**src/rtl/adder_tree_seq.sv**
```systemverilog
// rtl/adder_tree_seq.sv - sequences chunk reads into an adder tree and accumulates the sums.
// Optional macro ADDER_TREE_SEQ_SAT_EN selects saturating instead of wrapping accumulation.
module adder_tree_seq #(
    parameter int TREE_SIZE = 8,
    parameter int LATENCY   = 4,
    parameter int CNT_W     = 6
) (
    input  logic             i_clock,
    input  logic             i_reset,
    input  logic             i_start,
    input  logic [CNT_W-1:0] i_num_chunks,
    input  logic             i_src_ready,
    output logic             o_rd_en,
    output logic [CNT_W-1:0] o_chunk_idx,
    input  logic [31:0]      i_tree_sum,
    output logic             o_busy,
    output logic [31:0]      o_result,
    output logic             o_result_valid
);

    typedef enum logic [1:0] {
        S_IDLE,
        S_ISSUE,
        S_DRAIN,
        S_DONE
    } state_t;

    // Lane count only shapes the external tree; an empty block flags a nonsensical value.
    if (TREE_SIZE < 1) begin : g_tree_size_invalid
    end

    state_t             r_state;
    logic [CNT_W-1:0]   r_num;
    logic [CNT_W-1:0]   r_issue_cnt;
    logic [CNT_W-1:0]   r_recv_cnt;
    logic [LATENCY-1:0] r_vsr;
    logic [31:0]        r_acc;
    logic [31:0]        r_result;
    logic               r_result_valid;

    logic               w_rd_en;
    logic               w_tap;
    logic               w_last_issue;
    logic               w_last_recv;
    logic [31:0]        w_acc_next;

    assign w_rd_en      = (r_state == S_ISSUE) && i_src_ready;
    // Taps only count while a job is live, so nothing lingering after reset is summed.
    assign w_tap        = r_vsr[LATENCY-1] && ((r_state == S_ISSUE) || (r_state == S_DRAIN));
    assign w_last_issue = (r_issue_cnt == (r_num - CNT_W'(1)));
    assign w_last_recv  = (r_recv_cnt == (r_num - CNT_W'(1)));

`ifdef ADDER_TREE_SEQ_SAT_EN
    logic [32:0] w_sum_ext;
    assign w_sum_ext  = {r_acc[31], r_acc} + {i_tree_sum[31], i_tree_sum};
    assign w_acc_next = (w_sum_ext[32] != w_sum_ext[31])
                      ? (w_sum_ext[32] ? 32'h8000_0000 : 32'h7FFF_FFFF)
                      : w_sum_ext[31:0];
`else
    assign w_acc_next = r_acc + i_tree_sum;
`endif

    always_ff @(posedge i_clock) begin
        if (i_reset) begin
            r_state        <= S_IDLE;
            r_num          <= '0;
            r_issue_cnt    <= '0;
            r_recv_cnt     <= '0;
            r_vsr          <= '0;
            r_acc          <= '0;
            r_result       <= '0;
            r_result_valid <= 1'b0;
        end else begin
            r_vsr          <= (r_vsr << 1) | LATENCY'(w_rd_en);
            r_result_valid <= 1'b0;
            case (r_state)
                S_IDLE: begin
                    if (i_start) begin
                        r_num       <= i_num_chunks;
                        r_acc       <= '0;
                        r_issue_cnt <= '0;
                        r_recv_cnt  <= '0;
                        if (i_num_chunks == '0) begin
                            r_state        <= S_DONE;
                            r_result       <= '0;
                            r_result_valid <= 1'b1;
                        end else begin
                            r_state <= S_ISSUE;
                        end
                    end
                end
                S_ISSUE, S_DRAIN: begin
                    if (w_rd_en) begin
                        r_issue_cnt <= r_issue_cnt + CNT_W'(1);
                        if (w_last_issue) begin
                            r_state <= S_DRAIN;
                        end
                    end
                    // Completion outranks the ISSUE->DRAIN move when both land together.
                    if (w_tap) begin
                        r_acc      <= w_acc_next;
                        r_recv_cnt <= r_recv_cnt + CNT_W'(1);
                        if (w_last_recv) begin
                            r_state        <= S_DONE;
                            r_result       <= w_acc_next;
                            r_result_valid <= 1'b1;
                        end
                    end
                end
                S_DONE: begin
                    r_state <= S_IDLE;
                end
                default: begin
                    r_state <= S_IDLE;
                end
            endcase
        end
    end

    assign o_rd_en        = w_rd_en;
    assign o_chunk_idx    = r_issue_cnt;
    assign o_busy         = (r_state == S_ISSUE) || (r_state == S_DRAIN);
    assign o_result       = r_result;
    assign o_result_valid = r_result_valid;

endmodule
```
**config.mk**
```make
export PLATFORM = sky130hd
export DESIGN_NAME = adder_tree_seq
export DESIGN_NICKNAME = d
export VERILOG_FILES = /design/src/rtl/adder_tree_seq.sv
export SDC_FILE = /design/constraint.sdc
export NUM_CORES = 1
export LEC_CHECK = 0
export CAP_MARGIN = 20
export CORE_ASPECT_RATIO = 0.9
export CORE_MARGIN = 2
export CORE_UTILIZATION = 55
export CTS_CLUSTER_SIZE = 20
export DETAILED_ROUTE_END_ITERATION = 7
export MAX_ROUTING_LAYER = met4
export PLACE_DENSITY = 0.89
export SLEW_MARGIN = 20
export SYNTH_ARGS = -nofsm -noshare
export SYNTH_HDL_FRONTEND = slang
export SYNTH_SLANG_ARGS = --single-unit
```
**constraint.sdc**
```tcl
create_clock -name i_clock -period 3 [get_ports i_clock]
set_input_delay 0.3 -clock i_clock [delete_from_list [all_inputs] [get_ports i_clock]]
set_output_delay 0.3 -clock i_clock [all_outputs]
set_load 0.05 [all_outputs]
```
==> metrics.txt, run 1 <==
clock root buffer clkbuf_8; Core Area 9660 um^2; Post-CTS Hold Buffers 0; fin area 6850 um^2; r2r startpoint r_num[0]$_SDFFE_PP0P_; final worst slack 0.223 ns; worst clock skew 0.0110 ns; Die ar. 10700 um^2; vias 5531; Worst Setup Path Type flip-flop to flip-flop; WL per Instance 16.8 um; Psw 0.00266 W; Synth Cell Area 5450 um^2; clock share of power 14.3%; Buffers on Ports 82; RR Endpoint o_result[28]$_SDFFE_PP0P_; largest net degree at the start of global routing 54; vias in the first global route 5499; clock buffer depth 2; Synth area leaders dfxtp_1, ha_1, a21oi_1, nand2_1, nand3_1; Yosys cell types 61; Max FO, Critical Path 39; peak supply drop 0.503 mV; initial antenna violation count 0; P_int 0.00294 W; Post-synth top cells dfxtp_1, nand2_1, a21oi_1; Synth Register Bits 89; max_cap viols 0; pwr/cell area 817 nW/um^2; asr flop ratio synth 0%; R2R Setup Slk 0.22 ns; Routed WL 15.4 mm; worst endpoint data arrival time 3.05 ns; Hold WC Path Type flip-flop to flip-flop; RSZ-0062 raised after global routing no; Comb pwr share 58.1%; Reg2Reg Depth 11; layout cells sized above 1 10.3%; endpoints failing hold 0; Slew Limit Fails 0; syn nets 764; Post-DP HPWL 11.1 mm; Largest stage delay, worst path 0.53 ns; EDFF count, synth 0; CTS buffer count 9; CP cell instances inv_1, ha_1, nor3b_2, xor2_1, xnor2_1, nand4_1, a221o_2, buf_12, nor4_1, nand2_1, o311ai_1; Mapped Cells 682; row cnt 34; overall global routing resource usage 30.6%; Worst-Margin Slew 0.833 ns; wire length of the first global-routing pass 25.4 mm; f_max 0.360 GHz; Hold WS 0.457 ns; crit end category flip-flop; Seq/Total Area, Yosys 32.7%; io pins 83; family with the most delay on the worst path simple AND/OR/NAND/NOR gates; first-iteration detailed-routing DRC count 457; switch share 47.5%; die height 98.4 um; via/cell ratio 6.06; largest area contributor in the synthesized netlist dfxtp_1; endpoints failing setup 0; # DRC 0; Buffers & Inverters on Critical Path 2; diode count 0; startpoint types flip-flop; Post-Syn Area per Cell 7.99 um^2; Leak Pwr 2.69 nW; clk sinks 89; Filler cells 763; critical path required time 3.27 ns; H-tree depth 3; Remaining Overflow, GRT 0; initial core utilization 56.4%; CP endpoint o_result[28]$_SDFFE_PP0P_; outcome finished clean; drt pass-1 iters 5; Multi-input gate area 3490 um^2; slowest library cell on the worst path a221o_2; Ys Warns 0; Tcrit/Tclk final 92.6%; CTS tree done; share of total power in sequential cells 27.7%; Post-synth top flop dfxtp_1; Area growth, synth to finish 25.7%; die width 109 um; top-count cell post-synth dfxtp_1; Clock Latency Late Sink 0.38 ns; Worst setup startpoint r_num[0]$_SDFFE_PP0P_; normalized max-slew margin 44.5%; clock slew at reported path FFs 0.09 ns; antenna violation net count after detailed routing 0; minimum clock period after layout 2.78 ns; pre-CTS WS -0.233 ns; # nets final 864; GPL Wtd Cong 0.943; Tot Pwr 0.00559 W; Critical Path Stages 11; Placed Area 6630 um^2; register area 1780 um^2; Yosys top cell area share 32.7%
-- repair_timing --
item | in CTS | in global routing
gates resized for setup | 0 | 9
setup buffers | 0 | 0
setup endpoints to repair | 0 | 11
-- cells in the final DEF, fill, tap and decap left out, types with 3 or more instances in the layout --
master           synthesis  routed
a21oi_1                 75      75
o211ai_1                 3       3
o21ai_0                 24      24
buf_4                    2      44
inv_1                   14      14
ha_1                    39      39
a21o_1                  19      19
o31ai_1                  5       5
nor2b_1                  7       7
o311ai_1                 7       6
nor2_1                  55      55
a221oi_1                 4       3
nand2_1                 84      84
clkdlybuf4s50_1          0      80
xnor2_1                 20      19
mux2i_1                  6       6
dfxtp_1                 89      88
o21bai_1                 7       7
nor4_1                   7       7
nand2b_1                 6       6
or3_1                    9       9
xor2_1                  22      22
o21a_1                   7       7
nor3b_1                  4       3
a32oi_1                  4       4
or2_2                    4       4
nand3_1                 43      43
clkbuf_8                 0      11
o311ai_0                 4       3
nand3b_1                20      20
a31o_2                   3       3
nand4_1                  9       9
clkinvlp_4               0       3
nor3_1                  11      11
-- routing by layer --
metal	up-vias	GRT usage (%)	share of wire [%]
met1	2654	37.1	43
met3	30	6.28	6.0
li1	2654	-	-
met4	0	9.27	1.8
met5	-	-	0
met2	193	51.1	49
-- layout make-up --
class | count | area share, %
clock inverters | 4 | 0.402
flip-flops and latches | 89 | 26.0
repair buffers | 127 | 17.2
clock buffers | 12 | 2.27
well taps | 126 | 2.30
multi-input cells | 540 | 51.0
inverters | 15 | 0.822
-- sequential cells by signal (all words and copies together) (netlist names) --
name and cells:
o_result 32, r_state 2, o_chunk_idx 6, r_num 6, r_vsr 4, r_acc 32, o_result_valid 1, r_recv_cnt 6
-- through the flow --
stage | TNS (ns) | std cells | util, %
2_1_floorplan | 0 | 682 | -
3_3_place_gp | -0.800 | 897 | 68.6
3_5_place_dp | -2.16 | 897 | 68.6
4_1_cts | 0 | 913 | 70.5
5_1_grt | 0 | 913 | 70.9
6_report | 0 | 913 | 70.9
-- worst register-to-register path, cell delays in order (launching register included) --
cell,delay [ns]
dfxtp_2,0.40
inv_1,0.06
ha_1,0.23
nor3b_2,0.18
xor2_1,0.28
xnor2_1,0.17
nand4_1,0.19
a221o_2,0.53
buf_12,0.22
nor4_1,0.22
nand2_1,0.09
o311ai_1,0.11
-- worst min-delay path by stage --
stage	start	endpoint	slack, ns	cells past startpoint
3_3_place_gp	r_vsr[2]$_SDFF_PP0_	r_vsr[3]$_SDFF_PP0_	0.42	1
6_report	r_vsr[2]$_SDFF_PP0_	r_vsr[3]$_SDFF_PP0_	0.46	1
2_1_floorplan	r_vsr[0]$_SDFF_PP0_	r_vsr[1]$_SDFF_PP0_	0.41	1
4_1_cts	r_vsr[2]$_SDFF_PP0_	r_vsr[3]$_SDFF_PP0_	0.46	1
3_5_place_dp	r_vsr[2]$_SDFF_PP0_	r_vsr[3]$_SDFF_PP0_	0.43	1
5_1_grt	r_vsr[2]$_SDFF_PP0_	r_vsr[3]$_SDFF_PP0_	0.47	1
-- power groups by stage --
stage          logic, W  registers (W)  clock network, W
5_1_grt         0.00352        0.00157          0.000862
3_5_place_dp    0.00315        0.00157                 0
2_1_floorplan   0.00200        0.00172                 0
6_report        0.00325        0.00155          0.000797
4_1_cts         0.00317        0.00154          0.000806
3_3_place_gp    0.00307        0.00155                 0
-- cells by family after synthesis --
| family | after synthesis | share of synthesized area (%) |
|---|---|---|
| adders and majority gates | 40 | 9.32 |
| and+or+nand+nor | 267 | 23.7 |
| muxes | 6 | 1.10 |
| DFF | 89 | 32.7 |
| buffers and inverters | 53 | 4.04 |
| xor gates and xnor gates | 43 | 7.16 |
| AOI/OAI and AO/OA | 184 | 22.0 |
(Power assumes the default switching activity.)
==> run 2: changes to the inputs <==
--- a/config.mk
+++ b/config.mk
@@ -11,7 +11,7 @@
 export CORE_UTILIZATION = 55
 export CTS_CLUSTER_SIZE = 20
 export DETAILED_ROUTE_END_ITERATION = 7
-export MAX_ROUTING_LAYER = met4
+export GPL_TIMING_DRIVEN = 0
 export PLACE_DENSITY = 0.89
 export SLEW_MARGIN = 20
 export SYNTH_ARGS = -nofsm -noshare
==> run 2 against run 1 <==
Against the previous run: flip-flop and latch count did not move; largest power group unchanged; critical path depth did not move; fmax fell by 5.3%; global-route usage rose by 1.4 points; die area did not move; cell count fell by 0.88%; first-iteration DRC count fell by 19%; non-clock buffer count fell by 8; register-to-register slack got worse by 0.14 ns; clock power rose by 30%.
==> metrics.txt, run 2 (synthesized netlist as in run 1, its figures left out) <==
met1 Track Usage GR 41.9% (+4.8 points); worst clock skew 0.0137 ns (+0.00269 ns); Leak Pwr 2.59 nW (-3.9%); Hold WS 0.285 ns (-0.172 ns); r2r startpoint r_acc[0]$_SDFFE_PP0P_; Clock Latency Late Sink 0.39 ns (about the same); Die ar. 10700 um^2 (unchanged); final worst slack 0.0693 ns (-0.154 ns); endpoints failing setup 0 (unchanged); pre-CTS WS -0.666 ns (-0.433 ns); normalized max-slew margin 52.3% (+7.8 points); overall global routing resource usage 32.0% (+1.4 points); WL per Instance 18.9 um (+12%); Max FO, Critical Path 5 (-87%); clock root buffer clkbuf_8; Routed WL 17.1 mm (+11%); Comb pwr share 56.0% (-2.1 points); switch share 48.1% (+0.61 points); Worst Setup Path Type primary input to flip-flop; initial antenna violation count 0 (unchanged); startpoint types primary input; drt pass-1 iters 5 (unchanged); Final Non-Filler Cells 905 (-0.88%); sum of negative setup slack 0 ns (unchanged); share of total power in sequential cells 26.3% (-1.4 points); crit end category flip-flop; peak supply drop 0.430 mV (-14%); Area growth, synth to finish 24.4%; pwr/cell area 872 nW/um^2 (+6.8%); Psw 0.00285 W (+7.1%); endpoints failing hold 0 (unchanged); clock share of power 17.7% (+3.4 points); met2 GRT Util 52.0% (+0.96 points); Worst-Margin Slew 0.715 ns (-0.117 ns); clock slew at reported path FFs 0.09 ns (about the same); minimum clock period after layout 2.93 ns (+0.154 ns); vias 5629 (+1.8%); # nets final 856 (-0.93%); met3 Use GR 6.48% (+0.20 points); CTS tree done; wire length of the first global-routing pass 26.8 mm (+5.3%); diode count 0 (unchanged); row cnt 34 (unchanged); Post-DP HPWL 12.4 mm (+13%); CTS buffer count 9 (unchanged); vias in the first global route 5441 (-1.1%); Remaining Overflow, GRT 0 (unchanged); io pins 83 (unchanged); worst endpoint data arrival time 3.22 ns (+0.17 ns); antenna violation net count after detailed routing 0 (unchanged); H-tree depth 3 (unchanged); commonest non-fill, non-tap cell in the layout dfxtp_1; critical path required time 3.28 ns (about the same); first-iteration detailed-routing DRC count 372 (-19%); GPL Wtd Cong 0.940 (-0.37%); fin area 6780 um^2 (-1.0%); placed cells 888 (-1.0%); Buffers on Ports 80 (-2.4%); clock buffer depth 2 (unchanged); P_int 0.00307 W (+4.5%); Filler cells 775 (+1.6%); f_max 0.341 GHz (-5.3%); die height 98.4 um (unchanged); die width 109 um (unchanged); initial core utilization 56.4% (unchanged); Slew Limit Fails 0 (unchanged); clk sinks 89 (unchanged); Hold WC Path Type primary input to flip-flop; outcome finished clean; max_cap viols 0 (unchanged); # DRC 0 (unchanged); via/cell ratio 6.22 (+2.7%); Core Area 9660 um^2 (unchanged); Worst setup startpoint i_tree_sum[0]; layout cells sized above 1 6.93% (-3.4 points); commonest non-fill, non-tap cells in the layout dfxtp_1, nand2_1, clkdlybuf4s50_1; busiest layer in global routing met2; Placed Area 6410 um^2 (-3.3%); hold_sp i_start; Tcrit/Tclk final 97.7% (+5.1 points); largest net degree at the start of global routing 15 (-72%)
## run 2: cell count changes in the layout (fill, tap and decap cells not counted), moves of 2 or more
cell       previous run  this run
buf_1                 0         3
buf_12                2         0
buf_2                 1         4
buf_4                44         3
buf_6                 0         2
bufinv_16             0         3
clkbuf_1              1        23
clkbuf_2              0         4
o21ai_0              24        22
## run 2: metal layers
layer	vias up	share of wire, %
li1	2626	-
met2	253	46
met3	55	7.7
met5	-	0
met1	2695	43
met4	0	3.1
## run 2: power groups by stage
| stage | Combinational [W] | Clock [W] | Sequential [W] |
|---|---|---|---|
| after floorplan | 0.00200 | 0 | 0.00172 |
| after detailed placement | 0.00309 | 0 | 0.00157 |
| after global placement | 0.00301 | 0 | 0.00155 |
| after CTS | 0.00313 | 0.00103 | 0.00155 |
| final | 0.00331 | 0.00104 | 0.00156 |
| after global routing | 0.00356 | 0.00108 | 0.00158 |
## run 2: path summary, 6_finish.rpt
path,endpoint,slack [ns],depth (start not counted)
hold reg to reg,r_acc[8]$_SDFFE_PP0P_,0.46,2
setup / recovery,o_result[30]$_SDFFE_PP0P_,0.07,11
setup reg to reg,o_result[30]$_SDFFE_PP0P_,0.08,10
hold / removal,r_num[1]$_SDFFE_PP0P_,0.29,3
## run 2: layout make-up
type	count	area, um^2	share of cell area [%]
timing repair buffer	82	816	12.0
buffer	37	171	2.53
multi-input combinational	540	3550	52.3
sequential	89	1780	26.3
inverter	15	60.1	0.886
clock inverter	5	103	1.51
tap	126	158	2.33
clock buffer	11	141	2.09
## run 2: stage by stage
stage	total power, W	util, %
detailed placement	0.00466	66.4
floorplan	0.00372	-
CTS	0.00572	69.2
global route	0.00622	70.2
finish	0.00591	70.2
global placement	0.00457	66.4
## run 2: worst max-delay path, stage by stage
cell and delay (ns):
clkdlybuf4s50_1 0.41, ha_1 0.24, fa_2 0.36, a21o_1 0.22, a21oi_4 0.18, o21ai_2 0.12, a221o_1 0.43, o211ai_4 0.29
nor3_2 0.11, or2_1 0.27, o311ai_2 0.29
## run 2: repair_timing
item | in CTS | in global routing
hold buffers | 0 | 0
pin swaps | 2 | 5
setup endpoints to repair | 13 | 59
resized for setup | 4 | 24
buffers inserted | 1 | 1
endpoints found under the hold margin | 0 | 0
==> run 3: changes to the inputs <==
--- a/config.mk
+++ b/config.mk
@@ -6,13 +6,15 @@
 export NUM_CORES = 1
 export LEC_CHECK = 0
 export CAP_MARGIN = 20
+export CELL_PAD_IN_SITES_DETAIL_PLACEMENT = 0
+export CELL_PAD_IN_SITES_GLOBAL_PLACEMENT = 2
 export CORE_ASPECT_RATIO = 0.9
 export CORE_MARGIN = 2
-export CORE_UTILIZATION = 55
+export CORE_UTILIZATION = 32
 export CTS_CLUSTER_SIZE = 20
 export DETAILED_ROUTE_END_ITERATION = 7
 export GPL_TIMING_DRIVEN = 0
-export PLACE_DENSITY = 0.89
+export PLACE_DENSITY = 0.88
 export SLEW_MARGIN = 20
 export SYNTH_ARGS = -nofsm -noshare
 export SYNTH_HDL_FRONTEND = slang
==> run 3 against run 2 <==
Against the previous run: clock power grew 12%; non-clock buffer count increased by 1; cell count up 9.4%; total power grew 1.5%; design area rose by 2.1%; first-iteration DRC count down 1.1%; largest power group unchanged; fmax increased by 0.95%; highest routed layer unchanged; wire length up 5.0%; core utilization fell by 29 points; global-route usage decreased by 12 points; critical path depth down 1; flip-flop and latch count stayed put; largest cell class unchanged.
==> metrics.txt, run 3 (synthesized netlist as in run 1, its figures left out) <==
Leak Pwr 2.61 nW (+1.0%); family with the most delay on the worst path compound AO/OA/AOI/OAI gates; Clock Latency Late Sink 0.35 ns (-0.04 ns); clock buffer depth 2 (unchanged); Worst-Margin Slew 0.738 ns (+0.0231 ns); clock slew at reported path FFs 0.06 ns (-0.03 ns); Placed Area 6510 um^2 (+1.7%); die height 128 um (+30%); CP cell instances clkdlybuf4s50_1, ha_1, nand3_1, nor2_1, a221oi_1, o211a_1, a211oi_2, o21ai_1, and2_1, o311ai_1; slowest library cell on the worst path clkdlybuf4s50_1; vias 5303 (-5.8%); first-iteration detailed-routing DRC count 368 (-1.1%); clock root buffer clkbuf_16; Area growth, synth to finish 27.0%; drt pass-1 iters 5 (unchanged); commonest non-fill, non-tap cells in the layout dfxtp_1, nand2_1, clkdlybuf4s50_1; peak supply drop 0.338 mV (-21%); outcome finished clean; endpoints failing setup 0 (unchanged); Die ar. 18100 um^2 (+69%); largest net degree at the start of global routing 14 (-1); antenna violation net count after detailed routing 0 (unchanged); diode count 0 (unchanged); normalized max-slew margin 50.8% (-1.5 points); GPL Wtd Cong 0.901 (-4.2%); io pins 83 (unchanged); Routed WL 17.9 mm (+5.0%); row cnt 45 (+32%); vias in the first global route 5273 (-3.1%); overall global routing resource usage 20.3% (-12 points); Core Area 16800 um^2 (+74%); worst endpoint data arrival time 3.16 ns (-0.06 ns); placed cells 973 (+9.6%); H-tree depth 3 (unchanged); # DRC 0 (unchanged); Final Non-Filler Cells 990 (+9.4%); layout cells sized above 1 6.80% (-0.13 points); crit end category flip-flop; clk sinks 89 (unchanged); RSZ-0062 raised after global routing yes; worst clock skew 0.00930 ns (-0.00437 ns); WL per Instance 18.1 um (-4.0%); Remaining Overflow, GRT 0 (unchanged); Buffers on Ports 80 (unchanged); pwr/cell area 867 nW/um^2 (-0.59%); initial core utilization 32.5% (-24 points); Worst Setup Path Type primary input to flip-flop; Hold WC Path Type primary input to flip-flop; Max FO, Critical Path 5 (unchanged); Slew Limit Fails 0 (unchanged); Tcrit/Tclk final 96.8% (-0.92 points); Buffers & Inverters on Critical Path 1 (unchanged); max_cap viols 0 (unchanged); minimum clock period after layout 2.90 ns (-0.0277 ns); die width 142 um (+30%); CTS tree done; critical path required time 3.25 ns (-0.03 ns); Post-DP HPWL 13.4 mm (+7.9%); initial antenna violation count 0 (unchanged); startpoint types primary input; # nets final 857 (+0.12%); Filler cells 1747 (+130%); endpoints failing hold 0 (unchanged); CTS buffer count 9 (unchanged); R2R Setup Slk 0.18 ns (+0.10 ns); via/cell ratio 5.36 (-14%); f_max 0.344 GHz (+0.95%); wire length of the first global-routing pass 28.5 mm (+6.4%); commonest non-fill, non-tap cell in the layout dfxtp_1; fin area 6920 um^2 (+2.1%); Largest stage delay, worst path 0.45 ns (+0.02 ns)
## run 3: changes by cell type in the layout (fill, tap and decap cells not counted), moves of 2 or more
cell       delta
bufinv_16     -2
o311ai_1      +2
buf_2         +2
clkbuf_8      -8
clkbuf_2      -2
clkbuf_16     +9
o311ai_2      -2
## run 3: power breakdown
part,internal [W],switching [W]
clock,0.000684,0.000472
combinational,0.00110,0.00219
sequential,0.00139,0.000160
## run 3: through the flow
stage | hold WS [ns] | utilization [%] | setup TNS (ns) | power [W] | setup slack (ns)
2_1_floorplan | 0.414 | - | 0 | 0.00372 | 0.203
3_3_place_gp | 0.417 | 38.8 | -9.17 | 0.00469 | -0.566
3_5_place_dp | 0.425 | 38.8 | -9.56 | 0.00473 | -0.619
4_1_cts | 0.332 | 40.8 | 0 | 0.00594 | 0.00173
5_1_grt | 0.376 | 41.3 | -0.0461 | 0.00641 | -0.0220
6_report | 0.346 | 41.3 | 0 | 0.00600 | 0.0970
## run 3: routing by layer
layer / global-route usage (%) / vias up / share of wire, %
li1: - / 2636 / -
met1: 28.1 / 2510 / 49
met2: 32.3 / 138 / 45
met3: 4.71 / 19 / 4.7
met4: 4.65 / 0 / 1.5
met5: 0 / - / 0
## run 3: worst paths after layout
check             cells past startpoint                   start                     end
setup / recovery                     10          i_tree_sum[18]  r_acc[31]$_SDFFE_PP0P_
hold / removal                        3                 i_start   r_num[0]$_SDFFE_PP0P_
setup reg to reg                     10  r_acc[14]$_SDFFE_PP0P_  r_acc[28]$_SDFFE_PP0P_
hold reg to reg                       1     r_vsr[2]$_SDFF_PP0_     r_vsr[3]$_SDFF_PP0_
## run 3: cell type report
| cell class | instances | area, um^2 | area share (%) |
|---|---|---|---|
| flip-flops and latches | 89 | 1780 | 25.8 |
| clock inverters | 3 | 40.0 | 0.578 |
| plain buffers | 37 | 171 | 2.48 |
| well taps | 211 | 264 | 3.81 |
| repair buffers | 83 | 823 | 11.9 |
| multi-input cells | 540 | 3520 | 50.9 |
| inverters | 15 | 60.1 | 0.868 |
| clock buffers | 12 | 256 | 3.71 |
## run 3: timing repair
action | 4_1_cts | 5_1_grt
gates resized for setup | 6 | 20
hold buffers | 0 | 0
pin swaps | 3 | 6
setup endpoints to repair | 14 | 53
setup buffers | 2 | 1
## run 3: worst min-delay path, delay by kind of cell
family,cells,cell delay [ns]
buf+inv,1,0.17
simple gates,1,0.13
compound gates,1,0.06
